===== src/rtl/frame_tx_pkg.sv =====
`default_nettype none
// ============================================================================
// Module      : frame_tx_pkg
// Description : Shared types and constants for the frame_tx_1001 serial
//               transmitter: FSM state encoding, sync word, parameter limits
//               and a small constant helper.
// Revision    : 1.0 - initial release
// ============================================================================
package frame_tx_pkg;

  typedef enum logic [2:0] {
    ST_IDLE    = 3'd0,
    ST_SYNC    = 3'd1,
    ST_PAYLOAD = 3'd2,
    ST_PARITY  = 3'd3,
    ST_GAP     = 3'd4
  } state_t;

  localparam logic [3:0] SYNC_WORD = 4'b1001;
  localparam int         SYNC_W    = 4;

  localparam int PAYLOAD_W_MIN = 1;
  localparam int PAYLOAD_W_MAX = 32;
  localparam int GAP_LEN_MIN   = 0;
  localparam int GAP_LEN_MAX   = 15;

  function automatic int max_int(input int a, input int b);
    return (a > b) ? a : b;
  endfunction

endpackage
`default_nettype wire


===== src/rtl/frame_tx_shreg.sv =====
`default_nettype none
// ============================================================================
// Module      : frame_tx_shreg
// Description : Parallel-load, MSB-out shift register. Load has priority over
//               shift; a shift moves the word one place toward the MSB and
//               fills the LSB with 0.
// Ports       : clk      - clock, rising edge
//               reset_n  - asynchronous active-low reset
//               i_load   - load i_data
//               i_shift  - shift left by one
//               i_data   - parallel load word
//               o_msb    - current MSB
// Revision    : 1.0 - initial release
// ============================================================================
module frame_tx_shreg #(
  parameter int WIDTH = 8
) (
  input  logic             clk,
  input  logic             reset_n,
  input  logic             i_load,
  input  logic             i_shift,
  input  logic [WIDTH-1:0] i_data,
  output logic             o_msb
);

  logic [WIDTH-1:0] r_data;

  always_ff @(posedge clk or negedge reset_n) begin
    if (!reset_n) begin
      r_data <= '0;
    end else if (i_load) begin
      r_data <= i_data;
    end else if (i_shift) begin
      r_data <= r_data << 1;
    end
  end

  assign o_msb = r_data[WIDTH-1];

endmodule
`default_nettype wire


===== src/rtl/frame_tx_1001.sv =====
`default_nettype none
// ============================================================================
// Module      : frame_tx_1001
// Description : Serial frame transmitter. A payload accepted over a
//               valid/ready handshake is sent as: sync word 1001, payload
//               MSB-first, optional even-parity bit, then GAP_LEN zero bits.
// Ports       : clk        - clock, rising edge
//               reset_n    - asynchronous active-low reset
//               tx_valid   - payload offered
//               tx_data    - payload word, sampled on acceptance only
//               tx_ready   - high only in IDLE
//               data_out   - registered serial line, 0 outside a frame
//               tx_busy    - high in any state other than IDLE
//               frame_done - pulse while the last frame bit is on data_out
// Config      : FRAME_TX_PARITY_EN - when defined, append one even-parity bit
// Revision    : 1.0 - initial release
// ============================================================================
module frame_tx_1001
  import frame_tx_pkg::*;
#(
  parameter int PAYLOAD_W = 8,
  parameter int GAP_LEN   = 2
) (
  input  logic                 clk,
  input  logic                 reset_n,
  input  logic                 tx_valid,
  input  logic [PAYLOAD_W-1:0] tx_data,
  output logic                 tx_ready,
  output logic                 data_out,
  output logic                 tx_busy,
  output logic                 frame_done
);

  if (PAYLOAD_W < PAYLOAD_W_MIN || PAYLOAD_W > PAYLOAD_W_MAX) begin : g_bad_payload_w
    $error("frame_tx_1001: PAYLOAD_W out of range");
  end
  if (GAP_LEN < GAP_LEN_MIN || GAP_LEN > GAP_LEN_MAX) begin : g_bad_gap_len
    $error("frame_tx_1001: GAP_LEN out of range");
  end

  // The shared counter nominally needs $clog2(PAYLOAD_W+1) bits; it is widened
  // so that narrow payloads can still count the 4 sync bits and a long gap
  // without wrapping.
  localparam int CNT_W = max_int(max_int($clog2(PAYLOAD_W + 1), $clog2(SYNC_W)),
                                 $clog2(GAP_LEN + 1));

  localparam logic [CNT_W-1:0] c_SYNC_LAST = CNT_W'(SYNC_W - 1);
  localparam logic [CNT_W-1:0] c_PAY_LAST  = CNT_W'(PAYLOAD_W - 1);
  localparam logic [CNT_W-1:0] c_GAP_LAST  = CNT_W'((GAP_LEN > 0) ? GAP_LEN - 1 : 0);
  localparam state_t           c_AFTER_BODY = (GAP_LEN > 0) ? ST_GAP : ST_IDLE;

  state_t           r_state;
  state_t           w_next_state;
  logic [CNT_W-1:0] r_cnt;
  logic [CNT_W-1:0] w_cnt_next;
  logic             r_data_out;
  logic             r_frame_done;
  logic             w_dout_next;
  logic             w_done_next;
  logic             w_load;
  logic             w_shift;
  logic             w_msb;
  logic [1:0]       w_sync_sel;

  frame_tx_shreg #(
    .WIDTH (PAYLOAD_W)
  ) u_shreg (
    .clk     (clk),
    .reset_n (reset_n),
    .i_load  (w_load),
    .i_shift (w_shift),
    .i_data  (tx_data),
    .o_msb   (w_msb)
  );

`ifdef FRAME_TX_PARITY_EN
  logic r_parity;

  always_ff @(posedge clk or negedge reset_n) begin
    if (!reset_n) begin
      r_parity <= 1'b0;
    end else if (w_load) begin
      r_parity <= ^tx_data;
    end
  end
`endif

  // data_out is registered, so every branch computes the bit that will be on
  // the line in the *next* cycle. The shift register is advanced in the same
  // edge that its MSB is copied into data_out.
  always_comb begin
    w_next_state = r_state;
    w_cnt_next   = r_cnt;
    w_load       = 1'b0;
    w_shift      = 1'b0;
    w_dout_next  = 1'b0;
    w_sync_sel   = 2'd2 - r_cnt[1:0];

    case (r_state)
      ST_IDLE: begin
        if (tx_valid) begin
          w_next_state = ST_SYNC;
          w_cnt_next   = '0;
          w_load       = 1'b1;
          w_dout_next  = SYNC_WORD[SYNC_W-1];
        end
      end

      ST_SYNC: begin
        if (r_cnt == c_SYNC_LAST) begin
          w_next_state = ST_PAYLOAD;
          w_cnt_next   = '0;
          w_shift      = 1'b1;
          w_dout_next  = w_msb;
        end else begin
          w_cnt_next   = r_cnt + CNT_W'(1);
          w_dout_next  = SYNC_WORD[w_sync_sel];
        end
      end

      ST_PAYLOAD: begin
        if (r_cnt == c_PAY_LAST) begin
`ifdef FRAME_TX_PARITY_EN
          w_next_state = ST_PARITY;
          w_dout_next  = r_parity;
`else
          w_next_state = c_AFTER_BODY;
`endif
          w_cnt_next   = '0;
        end else begin
          w_cnt_next   = r_cnt + CNT_W'(1);
          w_shift      = 1'b1;
          w_dout_next  = w_msb;
        end
      end

`ifdef FRAME_TX_PARITY_EN
      ST_PARITY: begin
        w_next_state = c_AFTER_BODY;
        w_cnt_next   = '0;
      end
`endif

      ST_GAP: begin
        if (r_cnt == c_GAP_LAST) begin
          w_next_state = ST_IDLE;
          w_cnt_next   = '0;
        end else begin
          w_cnt_next   = r_cnt + CNT_W'(1);
        end
      end

      default: begin
        w_next_state = ST_IDLE;
        w_cnt_next   = '0;
      end
    endcase

    // Pulse is registered alongside the bit it marks as last.
`ifdef FRAME_TX_PARITY_EN
    w_done_next = (w_next_state == ST_PARITY);
`else
    w_done_next = (w_next_state == ST_PAYLOAD) && (w_cnt_next == c_PAY_LAST);
`endif
  end

  always_ff @(posedge clk or negedge reset_n) begin
    if (!reset_n) begin
      r_state      <= ST_IDLE;
      r_cnt        <= '0;
      r_data_out   <= 1'b0;
      r_frame_done <= 1'b0;
    end else begin
      r_state      <= w_next_state;
      r_cnt        <= w_cnt_next;
      r_data_out   <= w_dout_next;
      r_frame_done <= w_done_next;
    end
  end

  assign tx_ready   = (r_state == ST_IDLE);
  assign tx_busy    = (r_state != ST_IDLE);
  assign data_out   = r_data_out;
  assign frame_done = r_frame_done;

endmodule
`default_nettype wire

===== config.mk =====
export PLATFORM = sky130hd
export DESIGN_NAME = frame_tx_1001
export DESIGN_NICKNAME = d
export VERILOG_FILES = /design/src/rtl/frame_tx_pkg.sv /design/src/rtl/frame_tx_shreg.sv /design/src/rtl/frame_tx_1001.sv
export SDC_FILE = /design/constraint.sdc
export NUM_CORES = 1
export LEC_CHECK = 0
export CORE_ASPECT_RATIO = 0.9
export CORE_MARGIN = 10
export CORE_UTILIZATION = 51
export DETAILED_ROUTE_END_ITERATION = 8
export PLACE_DENSITY_LB_ADDON = 0.3
export SLEW_MARGIN = 40
export SYNTH_ARGS = -nofsm -noshare
export SYNTH_HDL_FRONTEND = slang
export SYNTH_SLANG_ARGS = --single-unit
export TNS_END_PERCENT = 50

===== constraint.sdc =====
create_clock -name clk -period 2.1 [get_ports clk]
set_input_delay 0.42 -clock clk [delete_from_list [all_inputs] [get_ports clk]]
set_output_delay 0.42 -clock clk [all_outputs]
set_load 0.05 [all_outputs]

## Yosys cells after proc, flatten, opt, wreduce, memory -nomap -nowiden

Index checks and enable logic that the tools add are counted.

| word-level totals | value |
|---|---|
| register bits | 17 |
| bits of input ports | 11 |
| output and inout bits | 4 |
| word-level logic and storage cells | 42 |

| cells by class | value |
|---|---|
| $add $sub $neg | 2 |
| order comparisons | 1 |
| equal/unequal tests | 8 |
| multiplexer cells | 22 |
| reductions and logical operators | 4 |

Operators by type and width:

| kind | count |
|---|---|
| 4-bit 2-to-1 mux | 4 |
| 8-bit 2-to-1 mux | 2 |
| 4-bit one-hot mux with 4 select lines | 1 |
| 3-bit 2-to-1 mux | 4 |
| 3-bit one-hot mux with 4 select lines | 1 |
| 4-bit by 3-bit equality test with 1-bit output (second input constant) | 2 |
| 1-bit 2-to-1 mux | 7 |
| 3-bit by 2-bit equality test with 1-bit output (second input constant) | 2 |
| 4-bit by 1-bit adder with 4-bit output (second input constant) | 1 |
| 4-bit by 1-bit equality test with 1-bit output (second input constant) | 1 |
| 4-bit by 2-bit equality test with 1-bit output (second input constant) | 1 |
| 3-bit by 1-bit equality test with 1-bit output (second input constant) | 1 |
| 3-bit equality test (second input constant) | 1 |
| 3-bit zero test | 1 |
| 2-bit by 3-bit less-than comparator with 1-bit output (second input constant) | 1 |
| 1-bit one-hot mux with 3 select lines | 1 |
| 3-bit nonzero test | 1 |
| 1-bit binary-select mux with 2-bit select | 1 |
| 1-bit one-hot mux with 2 select lines | 1 |
| 2-bit nonzero test | 1 |
| 2-bit subtractor (first input constant) | 1 |
| 1-bit logical AND | 1 |

## Longest topological paths before layout

Gate-level depths: netlist (run 1).

| depth | value |
|---|---|
| word-level depth | 5 |
| depth in mapped cells | 6 |
| mapped depth without buffers | 6 |

## Cells and area by module

From an unflattened synthesis (run 1), not the netlist that was laid out.

| unflattened totals | value |
|---|---|
| cell total of the unflattened synthesis | 94 |
| area, all modules | 919.6 µm² |

By module, submodules not included:

| module | instances | cells an instance | area each (µm²) | sequential area each (µm²) |
|---|---|---|---|---|
| frame_tx_1001 | 1 | 60 | 550.5 | 225.2 |
| frame_tx_shreg | 1 | 34 | 369.1 | 200.2 |

## Worst setup path after synthesis (run 1)

OpenSTA, ideal clock, no wires.

| timing path | value |
|---|---|
| path kind | reg2out |
| from | reg r_state[2] |
| to | out tx_busy |
| arrival | 2217 ps |
| required time | 1680 ps |
| path slack | -537 ps |
| cell stages (with the launch flop) | 3 |
| buffers on the path | 0 |
| path through | dfrtp_1 nor3_1 inv_1 |

| between the ends | value |
|---|---|
| cells in the longest elaborated chain, start to end | 1 |

Ends and longest elaborated chain:

| element | line | source |
|---|---|---|
| from (decl) | frame_tx_1001.sv:52 | `state_t r_state;` |
| from (signal assigned) | frame_tx_1001.sv:174 | `r_state <= w_next_state;` |
| 3-bit nonzero test | frame_tx_1001.sv:182 | `assign tx_busy = (r_state != ST_IDLE);` |
| to (decl) | frame_tx_1001.sv:30 | `output logic tx_busy,` |

No other way between the ends.

## Worst setup path in the final report (run 1)

Same ends and word-level chain as after synthesis.

==> metrics list, run 1 <==
* Outcome: completed
- In this run the mean area of a mapped cell was 10.7 sq um.
- Timing would allow up to 519 MHz.
- Class of the tightest hold or removal check: input pin to async pin
- Areal power density over the cells: 1470 nW/um^2
* Sequential area share after synthesis: 0.463
- Detailed placement finished with a half-perimeter wire length of 1390 um.
* Number of levels in the clock H-tree: 1
- For this block, the via count after detailed routing is 731.
* Max-slew violation total from the final report: 0
* Setup skew after layout: 14.8 ps
- Start point of the critical path: r_state[2]
- Antenna Cells: 0
- Buffers inserted during post-CTS setup optimization: 0
* Routed Wire Length: 1830 um
- Number of antenna-violating nets in the routed design: 0
- In the routed layout, each cell is associated on average with a via count of 5.67.
- The global routing stage identified its most utilized layer as met2.
- Placer's final routability congestion estimate: 0.826
- Post-synthesis instance area: 918 sq um
- The worst pin sits at a relative slew slack of 0.662.
- Crit Reg-Reg Startpoint: r_state[1]
- Counting the buffers created by CTS gives 3.
- The via count of the first global-routing pass is 752.
- In the final layout, the share of cells above drive strength 1 is 0.143.
* Hold-fix buffers at CTS: 0
- Starting utilization of the core area: 0.546
- For this run, the total global-route usage over all layers was measured as 0.104.
- Global-route wire length before repair: 3220 um
- For this design, the sink count on the clock tree is 17.
- First-pass iteration count of the detailed router: 4
- List of cells traversed by the critical path: nor3_2 -> inv_1 -> dlygate4sd2_1
- Core Rows: 14
* Min Tclk post-route: 1930 ps
* Area added between synthesis and finish: 22.3%
- The tool flagged a number of max-cap violations equal to 0.
- The net count of the finished layout is 119.
- Register clock-pin slew on the reported worst setup and hold paths: 110 ps
* Maximum ir drop on the vdd rail: 0.749 mV
* Cell count after synthesis: 86
* Core Box Area: 1680 sq um
- Total Die Area: 3900 sq um
- Final Util: 0.668
- Setup violations remaining at the end of the flow were counted as 0.
* Worst Setup Slack post-DPL: 72.7 ps
- Of the available clock period, the critical path in the final layout requires 0.918.
- For this design the top-level I/O count stands at 15.
* Largest stage delay, worst path: 490 ps
- Port buffering added 14 buffers.
- Number of antenna violations at the first check in global routing: 0
- For this run, global-route usage on met3 was measured as 0.0486.
- Post-DR wirelength/cell: 14.2 um
* Yosys warnings: 0
- Setup repair after global routing missed its margin: no
- GR met2 Demand/Resource: 0.166
- CTS tree: yes
- Number of synthesized register bits: 17
- Number of distinct standard cells referenced by the synthesized netlist: 33
- The critical path contains buffers and inverters numbering 2 combined.
- Entering global routing, the biggest net connects 18 pins.
- P_leak: 0.478 nW
* Worst setup EP type: primary output
- Worst path slowest cell: sky130_fd_sc_hd__dfrtp_1
* Worst Setup Path Type: flop to primary output
* Final worst setup slack: 173 ps
* Maximum fanout along the worst path: 6
- The clock passes through at most 2 buffers.
- DRT iter0 DRCs: 16
- STA puts the critical path data arrival time at 1510 ps.
* Startpoint types: flop
- The floorplan step set the die width to 64.7 um.
* Root Driver: sky130_fd_sc_hd__clkbuf_4
- Met1 track demand over resource in global routing: 0.117
- Clock network latency to the later pin of the worst-skew pair: 300 ps
* Die Span Y: 60.3 um
- The kind of cell with the highest combined delay along the critical path is flip-flops.
* Number of nets in the synthesized netlist: 99
- After detailed routing, the number of remaining DRC violations is 0.
* Hold Fails Final Rpt: 0
- Data required time at the worst endpoint: 1680 ps
* Setup TNS Final: 0 ps
* Slew @ Worst Pin: 505 ps
- Global routing finished with a remaining overflow of 0.
==> what timing repair did <==
item	CTS	global route
endpoints found under the setup margin	1	0
endpoints found under the hold margin	0	0
resized for setup	1	0
==> registers in the layout, indices dropped and copies added (netlist names) <==
name            flops
data_out            1
frame_done          1
u_shreg.r_data      8
r_cnt               4
r_state             3
==> Yosys cell counts, drive strengths merged <==
library cell  count  area share
and2              3       0.020
and3              2       0.014
o22ai             1      0.0068
inv               4       0.016
mux2i             1       0.011
nor4              1       0.023
nor2              4       0.016
buf               3       0.026
or2               2       0.014
nand3b            1      0.0082
nor2b             1      0.0068
a32o              1       0.011
nor3b             8       0.076
a2111oi           1      0.0095
xnor2             1      0.0095
o21bai            1      0.0082
o211a             1       0.019
ha                2       0.027
or3b              2       0.019
nor3              1      0.0054
nand3             1      0.0054
nand2b            1      0.0068
dfrtp            17        0.46
a221o             7       0.076
nand2            10       0.041
o21ai             7       0.038
a22oi             1      0.0082
and4bb            1       0.014
==> layout by cell type, fill, tap and decap left out, types with 2 or more instances in the layout <==
cell	n
sky130_fd_sc_hd__a221o_1	7
sky130_fd_sc_hd__and3_1	2
sky130_fd_sc_hd__buf_4	5
sky130_fd_sc_hd__inv_1	4
sky130_fd_sc_hd__and2_1	3
sky130_fd_sc_hd__o21ai_1	4
sky130_fd_sc_hd__clkdlybuf4s50_1	12
sky130_fd_sc_hd__dfrtp_1	17
sky130_fd_sc_hd__nor3b_1	6
sky130_fd_sc_hd__nand2_1	10
sky130_fd_sc_hd__nor2_1	4
sky130_fd_sc_hd__clkbuf_4	3
sky130_fd_sc_hd__ha_1	2
sky130_fd_sc_hd__nor3b_2	2
sky130_fd_sc_hd__or3b_1	2
sky130_fd_sc_hd__o21ai_0	3
==> kinds of logic (layout without fill, tap and decap cells) <==
family,after synthesis,after routing,synth area share
buf+inv,7,26,0.0422
simple gates,38,38,0.270
compound gates,20,20,0.177
mux,1,1,0.0109
fa+ha+maj,2,2,0.0272
flops,17,17,0.463
xor+xnor,1,1,0.00954
==> routing by layer <==
metal | part of all wire | up-vias
met5 | 0 | -
met4 | 0.0049 | 0
met3 | 0.060 | 2
met2 | 0.47 | 20
met1 | 0.46 | 354
li1 | - | 355
==> where the power goes <==
| group | switching [mW] | internal [mW] | leakage [nW] |
|---|---|---|---|
| clock network | 0.105 | 0.0708 | 0.0177 |
| registers | 0.115 | 0.470 | 0.216 |
| logic | 0.477 | 0.410 | 0.244 |
| total | 0.696 | 0.951 | 0.478 |
==> per-stage QoR <==
step	instances	hold slack (ps)	power, mW	area, sq um
after global placement	125	483	1.46	1100
after CTS	129	436	1.66	1120
after global routing	129	440	1.78	1120
after floorplan	86	124	1.26	923
after detailed placement	125	498	1.49	1100
final	129	435	1.65	1120
==> worst reg2reg max path, delay by kind of cell, from the launching register on <==
kind	cells	cell delay (ps)
compound gates	1	450
buf+inv	1	160
simple gates	3	700
flops	1	400
==> worst paths after layout <==
path | depth (start not counted) | slack [ps] | end
setup / recovery | 3 | 170 | tx_busy
hold / removal | 2 | 440 | r_cnt[2]
setup reg to reg | 5 | 310 | frame_done
hold reg to reg | 1 | 500 | u_shreg.r_data[2]
max in group asynchronous | 2 | 1460 | u_shreg.r_data[3]
min in group clk | 1 | 500 | u_shreg.r_data[2]
==> area by class of cell <==
class | count | area [sq um]
clock buffer | 3 | 22.5
clock inverter | 1 | 5.00
fill | 143 | 558
inverter | 4 | 15.0
multi-input combinational | 62 | 459
sequential | 17 | 425
tap | 24 | 30.0
timing repair buffer | 18 | 166
(Power assumes the default switching activity.)
==> run 2, diff against run 1 <==
- CTS_BUF_LIST: unset -> sky130_fd_sc_hd__clkbuf_16
==> run 2 against run 1 <==
  * Combinational power hardly changed
  * Cell count unchanged
  * Sequential share of layout area is 1.7 points lower
  * Worst hold slack better by 60 ps
  * Largest cell class unchanged
  * Highest routed layer unchanged
==> metrics list, run 2 (synthesized netlist as in run 1, its figures left out) <==
- The run finished with clean final reports.
- The DRC violation count after routing was 0 (unchanged).
- Leaving out fill and tap cells, the most frequent cell in the layout is sky130_fd_sc_hd__dfrtp_1.
- The register area is 425 sq um (unchanged).
* Placer's final routability congestion estimate: 0.826 (unchanged)
- The net count of the finished layout was 119 (unchanged).
- Cell area reported after detailed placement: 1100 sq um (unchanged)
- The combinational fraction of design power is 0.478 (-0.060).
- WP data arrival: 1440 ps (-70 ps)
- The number of buffers inserted during clock tree synthesis was 3 (unchanged).
- Clock network latency to the later pin of the worst-skew pair: 250 ps (-50 ps)
- The vertical extent of the die is 60.3 um (unchanged).
- The flip-flop count of the largest register after layout came to 8 (unchanged).
- Routed Wire Length: 1880 um (+2.3%)
- Hold Fails Final Rpt: 0 (unchanged)
- The length of the first detailed-routing pass in iterations came to 4 (unchanged).
- Buffers added on ports: 14 (unchanged)
* Net switching power: 0.723 mW (+3.8%)
* Filler Cells Inserted: 136 (-4.9%)
- The number of gates given a new drive strength after cts came to 1 (unchanged).
* Ports placed on the boundary: 15 (unchanged)
- Switching power share of the total: 0.389 (-0.0341)
- The overall die width is 64.7 um (unchanged).
- The maximum operating frequency was 536 MHz (+3.3%).
- The HPWL reported at the end of detailed placement came to 1390 um (unchanged).
* Register share of total power: 0.316 (-0.039)
- Design area: 1180 sq um (+4.7%)
- Class of the tightest hold or removal check: input pin to async pin
* Global-route wire length before repair: 3200 um (-0.44%)
- Data required time at the worst endpoint: 1680 ps (about the same)
* Worst Setup Path Type: flop to primary output
- Core Box Area: 1680 sq um (unchanged)
- DRT iter0 DRCs: 15 (-1)
* Setup skew after layout: 6.07 ps (-8.69 ps)
- Number of antenna violations at the first check in global routing: 0 (unchanged)
- The largest registers in the layout are u_shreg.r_data: 8 flops, r_cnt: 4 flops, r_state: 3 flops.
- Via count: 741 (+1.4%)
- Internal power contribution: 1.14 mW (+20%)
- Core Rows: 14 (unchanged)
* Startpoint types: flop
* Largest reg by FF count: u_shreg.r_data
* Clock Power Share: 0.206 (+0.099)
- The maximum number of pins on one net before global-route repair was 18 (unchanged).
- Number of antenna-violating nets in the routed design: 0 (unchanged)
- Slew @ Worst Pin: 510 ps (+5.08 ps)
- Hold-fix buffers at CTS: 0 (unchanged)
- Starting utilization of the core area: 0.546 (unchanged)
- Via density per instance: 5.74 (+1.4%)
- Min Tclk post-route: 1860 ps (-62.4 ps)
* Multi-input gate area in the final layout: 459 sq um (unchanged)
- The clock-pin transition on the worst setup and hold timing paths came to 50 ps (-60 ps).
* Final Cycle Share: 0.888 (-0.0297)
- Setup repair after global routing left no endpoint under its margin.
- The total global routing track utilization came to 0.104 (unchanged).
- Setup TNS Final: 0 ps (unchanged)
- Relative slew slack: 0.660 (-0.00233)
* Final setup fails: 0 (unchanged)
* Area added between synthesis and finish: 28.1%
- Clock tree synthesis selected as its root buffer the cell sky130_fd_sc_hd__clkbuf_16.
- Total Die Area: 3900 sq um (unchanged)
- In the layout the commonest cells are sky130_fd_sc_hd__dfrtp_1 (17), sky130_fd_sc_hd__clkdlybuf4s50_1 (12), sky130_fd_sc_hd__nand2_1 (10).
- Maximum fanout along the worst path: 6 (unchanged)
* Maximum ir drop on the vdd rail: 1.09 mV (+45%)
- The count of clock tree sinks came to 17 (unchanged).
- Antenna Cells: 0 (unchanged)
* Buffers inserted during post-CTS setup optimization: 0 (unchanged)
* Total grt overflow: 0 (unchanged)
* CTS tree: yes
- The via count of the first global-routing pass came to 751 (-0.13%).
* Max Root-Sink Buffers: 2 (unchanged)
- The number of H-tree levels is 1 (unchanged).
- The count of max-cap constraint violations was 0 (unchanged).
- Post-DR wirelength/cell: 14.5 um (+2.3%)
* Worst setup EP type: primary output
- Share of layout cells above drive strength 1: 0.143 (unchanged)
* Areal power density over the cells: 1580 nW/um^2 (+7.9%)
* P_leak: 0.501 nW (+4.8%)
- Max-slew violation total from the final report: 0 (unchanged)
## run 2: cell counts in the layout (fill, tap and decap cells not counted)
No cell type changed its count.
## run 2: routing by layer
layer / vias up / track usage / share of wire / wire (um)
li1: 355 / - / - / -
met1: 359 / 0.116 / 0.45 / 836
met2: 23 / 0.167 / 0.47 / 875
met3: 4 / 0.0542 / 0.074 / 138
met4: 0 / 0.0366 / 0.013 / 25
met5: - / 0 / 0 / 0
## run 2: final timing paths
kind,from,to,slack [ps],cells past startpoint
max in group asynchronous,reset_n,u_shreg.r_data[3],1410,2
min in group clk,u_shreg.r_data[1],u_shreg.r_data[2],500,1
worst min-delay path,reset_n,r_cnt[2],500,2
worst max register to register,r_state[1],frame_done,320,5
worst min register to register,u_shreg.r_data[1],u_shreg.r_data[2],500,1
worst max-delay path,r_state[2],tx_busy,240,3
## run 2: metrics by stage
| step | util | hold WS [ps] | total power, mW | cells | setup WS [ps] |
|---|---|---|---|---|---|
| 4_1_cts | 0.699 | 505 | 1.87 | 129 | 229 |
| 2_1_floorplan | - | 124 | 1.26 | 86 | 42.8 |
| 6_report | 0.699 | 495 | 1.86 | 129 | 235 |
| 3_3_place_gp | 0.653 | 483 | 1.46 | 125 | 99.1 |
| 5_1_grt | 0.699 | 513 | 1.99 | 129 | 77.9 |
| 3_5_place_dp | 0.653 | 498 | 1.49 | 125 | 72.7 |
## run 2: power groups by stage
stage          Sequential, mW  Clock [mW]  Combinational (mW)
2_1_floorplan           0.617           0               0.645
6_report                0.588       0.383               0.889
3_5_place_dp            0.590           0               0.901
4_1_cts                 0.586       0.389               0.896
3_3_place_gp            0.585           0               0.871
5_1_grt                 0.601       0.404               0.981
## run 2: cell type report
class                   instances  area share
multi-input cells              62       0.390
flip-flops and latches         17       0.362
repair buffers                 18       0.141
clock buffers                   3      0.0638
well taps                      24      0.0255
inverters                       4      0.0128
clock inverters                 1     0.00426
## run 2: critical path: stages, from the launching register on
cell and delay [ps]:
sky130_fd_sc_hd__dfrtp_1 470, sky130_fd_sc_hd__nor3_2 250, sky130_fd_sc_hd__inv_1 50, sky130_fd_sc_hd__dlygate4sd2_1 420
==> run 3, diff against run 2 <==
- CORE_UTILIZATION: 51 -> 45
==> run 3 against run 2 <==
  * Combinational power about the same
  * Clock skew down 3.2 ps
  * Non-clock buffer count unchanged
  * Power about the same
  * First-iteration DRC count up 33%
  * Routed wire length up 0.11%
  * Clock-buffer cell count unchanged
  * Core utilization down 9.0 points
  * Die area up 9.0%
  * Sequential share of layout area about the same
  * Via count down 3.6%
  * Critical endpoint unchanged
==> metrics list, run 3 (synthesized netlist as in run 1, its figures left out) <==
* Register share of total power: 0.318 (+0.002)
* Maximum ir drop on the vdd rail: 0.849 mV (-22%)
- The first-pass GRT wire length is 3210 um (+0.22%).
* Flop-to-flop setup slack: 260 ps (-60 ps)
- The number of cells on the worst reg-to-reg path was 5 (unchanged).
- Buffers added on ports: 14 (unchanged)
- Routed Wire Length: 1880 um (+0.11%)
* WP data arrival: 1440 ps (about the same)
* First-pass iteration count of the detailed router: 4 (unchanged)
- Number of nets in the finished design: 119 (unchanged)
- Leaving out fill and tap cells, the most frequent cell in the layout is sky130_fd_sc_hd__dfrtp_1.
- Flip-flop count of the largest register, all copies and words added: 8 (unchanged)
- Core Box Area: 1930 sq um (+15%)
- Clock Power Share: 0.204 (-0.002)
- Via density per instance: 5.49 (-4.4%)
* Overall Global Routing Usage: 0.0961 (-0.00792)
- Startpoint types: flop
- The most critical setup path has its startpoint at r_state[2].
- P_leak: 0.501 nW (unchanged)
- Worst Setup Path Type: flop to primary output
* WP depth: 3 (unchanged)
* Largest registers: u_shreg.r_data: 8 flops, r_cnt: 4 flops, r_state: 3 flops
* Placer's final routability congestion estimate: 0.751 (-9.0%)
- The number of H-tree levels came to 1 (unchanged).
* CTS tree: yes
- The flow ran to the end, and the final reports show no timing, DRC or antenna violations.
- The vias after detailed routing came to 714 (-3.6%).
* Final setup fails: 0 (unchanged)
* Relative slew slack: 0.668 (+0.00799)
* Max-slew violation total from the final report: 0 (unchanged)
* Areal power density over the cells: 1580 nW/um^2 (-0.20%)
- Number of antenna violations at the first check in global routing: 0 (unchanged)
- The via count of the first global-routing pass was 716 (-4.7%).
- The post-route setup TNS is 0 ps (unchanged).
* Hold Fails Final Rpt: 0 (unchanged)
- Among all stages on the critical path, the largest delay is contributed by sky130_fd_sc_hd__dfrtp_1.
- Number of clock buffers inserted by TritonCTS: 3 (unchanged)
* Buffers inserted during post-CTS setup optimization: 0 (unchanged)
- Number of buffers and inverters on the critical path: 2 (unchanged)
* Internal power contribution: 1.14 mW (about the same)
- The critical path's largest stage delay came to 460 ps (about the same).
* DRT iter0 DRCs: 20 (+5)
- The total inserted antenna cells is 0 (unchanged).
- The total global routing overflow is 0 (unchanged).
* Data required time at the worst endpoint: 1680 ps (about the same)
* Switching power share of the total: 0.388 (about the same)
* Net switching power: 0.722 mW (-0.17%)
- Number of antenna-violating nets in the routed design: 0 (unchanged)
- The initial standard-cell utilization of the core was 0.475 (-0.0710).
- The combinational fraction of design power was 0.479 (about the same).
- Class of the tightest hold or removal check: input pin to async pin
- The clock tree buffer depth is 2 (unchanged).
* Placed cell count: 126 (+0.80%)
* Slew @ Worst Pin: 497 ps (-13.5 ps)
- Area added between synthesis and finish: 28.2%
- Post-DR wirelength/cell: 14.4 um (-0.66%)
* Pin count of the biggest net entering global routing: 18 (unchanged)
* Clock network latency to the later pin of the worst-skew pair: 250 ps (about the same)
- Sinks on Clock Net: 17 (unchanged)
* Setup repair after global routing missed its margin: no
- Largest reg by FF count: u_shreg.r_data
- Worst setup EP type: primary output
- Maximum fanout along the worst path: 6 (unchanged)
* Endpoint of the lowest-slack register-to-register path: frame_done
* Ports placed on the boundary: 15 (unchanged)
- Detail Placement HPWL: 1380 um (-0.43%)
* Final Cycle Share: 0.885 (-0.00315)
* Worst Setup EP: tx_busy
- The clock-pin transition on the worst setup and hold timing paths is 50 ps (about the same).
- Top library cells by usage in the layout, fill and taps aside: sky130_fd_sc_hd__dfrtp_1 (17), sky130_fd_sc_hd__clkdlybuf4s50_1 (12), sky130_fd_sc_hd__nand2_1 (10)
* Min Tclk post-route: 1860 ps (-6.61 ps)
* Chip Width: 67.6 um (+4.5%)
- The count of max-cap constraint violations is 0 (unchanged).
* Max Clock Freq: 538 MHz (+0.36%)
* Crit Reg-Reg Startpoint: r_cnt[1]
* Die Span Y: 62.9 um (+4.3%)
- Share of layout cells above drive strength 1: 0.143 (unchanged)
* Root Driver: sky130_fd_sc_hd__clkbuf_16
- Number of standard cells in the layout, taps in and fillers out: 130 (+0.78%)
- On the critical path the largest part of the delay comes from buffers and inverters.
- Walking the worst path, the cells encountered are nor3_2 -> inv_1 -> dlygate4sd2_1.
- Remaining DRCs: 0 (unchanged)
- Core Rows: 15 (+1)
- The area enclosed by the die boundary was 4250 sq um (+9.0%).
* Setup skew after layout: 2.84 ps (-3.23 ps)
==> run 3: cell counts in the layout (fill, tap and decap cells not counted) <==
No cell type changed its count.
==> run 3: worst min path at each step <==
stage,depth (start not counted),start,end,slack [ps]
final,2,reset_n,u_shreg.r_data[4],490
after global routing,2,reset_n,r_cnt[2],530
after CTS,2,reset_n,data_out,500
after detailed placement,1,u_shreg.r_data[5],u_shreg.r_data[6],490
after global placement,1,u_shreg.r_data[5],u_shreg.r_data[6],490
after floorplan,0,reset_n,data_out,120
==> run 3: per-layer routing <==
metal	GRT usage	vias to the layer above	share of wire
met5	0	-	0
li1	-	356	-
met4	0.0436	0	0.0080
met3	0.0376	2	0.056
met1	0.115	344	0.47
met2	0.144	12	0.47
==> run 3: what timing repair did <==
action,CTS,global route
endpoints found under the setup margin,1,0
hold buffers,0,0
resized for setup,1,0
==> run 3: power groups by stage <==
| stage | clock [mW] | sequential [mW] | combinational (mW) |
|---|---|---|---|
| after global placement | 0 | 0.582 | 0.874 |
| after detailed placement | 0 | 0.590 | 0.901 |
| after CTS | 0.386 | 0.590 | 0.897 |
| after floorplan | 0 | 0.617 | 0.645 |
| after global routing | 0.407 | 0.611 | 0.981 |
| final | 0.378 | 0.590 | 0.890 |
==> run 3: cell type report <==
| type | count | area (sq um) |
|---|---|---|
| Fill cell | 160 | 756 |
| Multi-Input combinational cell | 62 | 459 |
| Sequential cell | 17 | 425 |
| Timing Repair Buffer | 18 | 166 |
| Clock buffer | 3 | 75.1 |
| Tap cell | 25 | 31.3 |
| Inverter | 4 | 15.0 |
| Clock inverter | 1 | 5.00 |
==> run 3: through the flow <==
step / cell area (sq um) / setup slack (ps) / power, mW / utilization / hold slack [ps]
after detailed placement: 1100 / 134 / 1.49 / 0.568 / 494
final: 1180 / 242 / 1.86 / 0.609 / 495
after global routing: 1180 / 151 / 2.00 / 0.609 / 530
after global placement: 1100 / 131 / 1.46 / 0.568 / 485
after floorplan: 923 / 42.8 / 1.26 / - / 124
after CTS: 1180 / 229 / 1.87 / 0.609 / 504
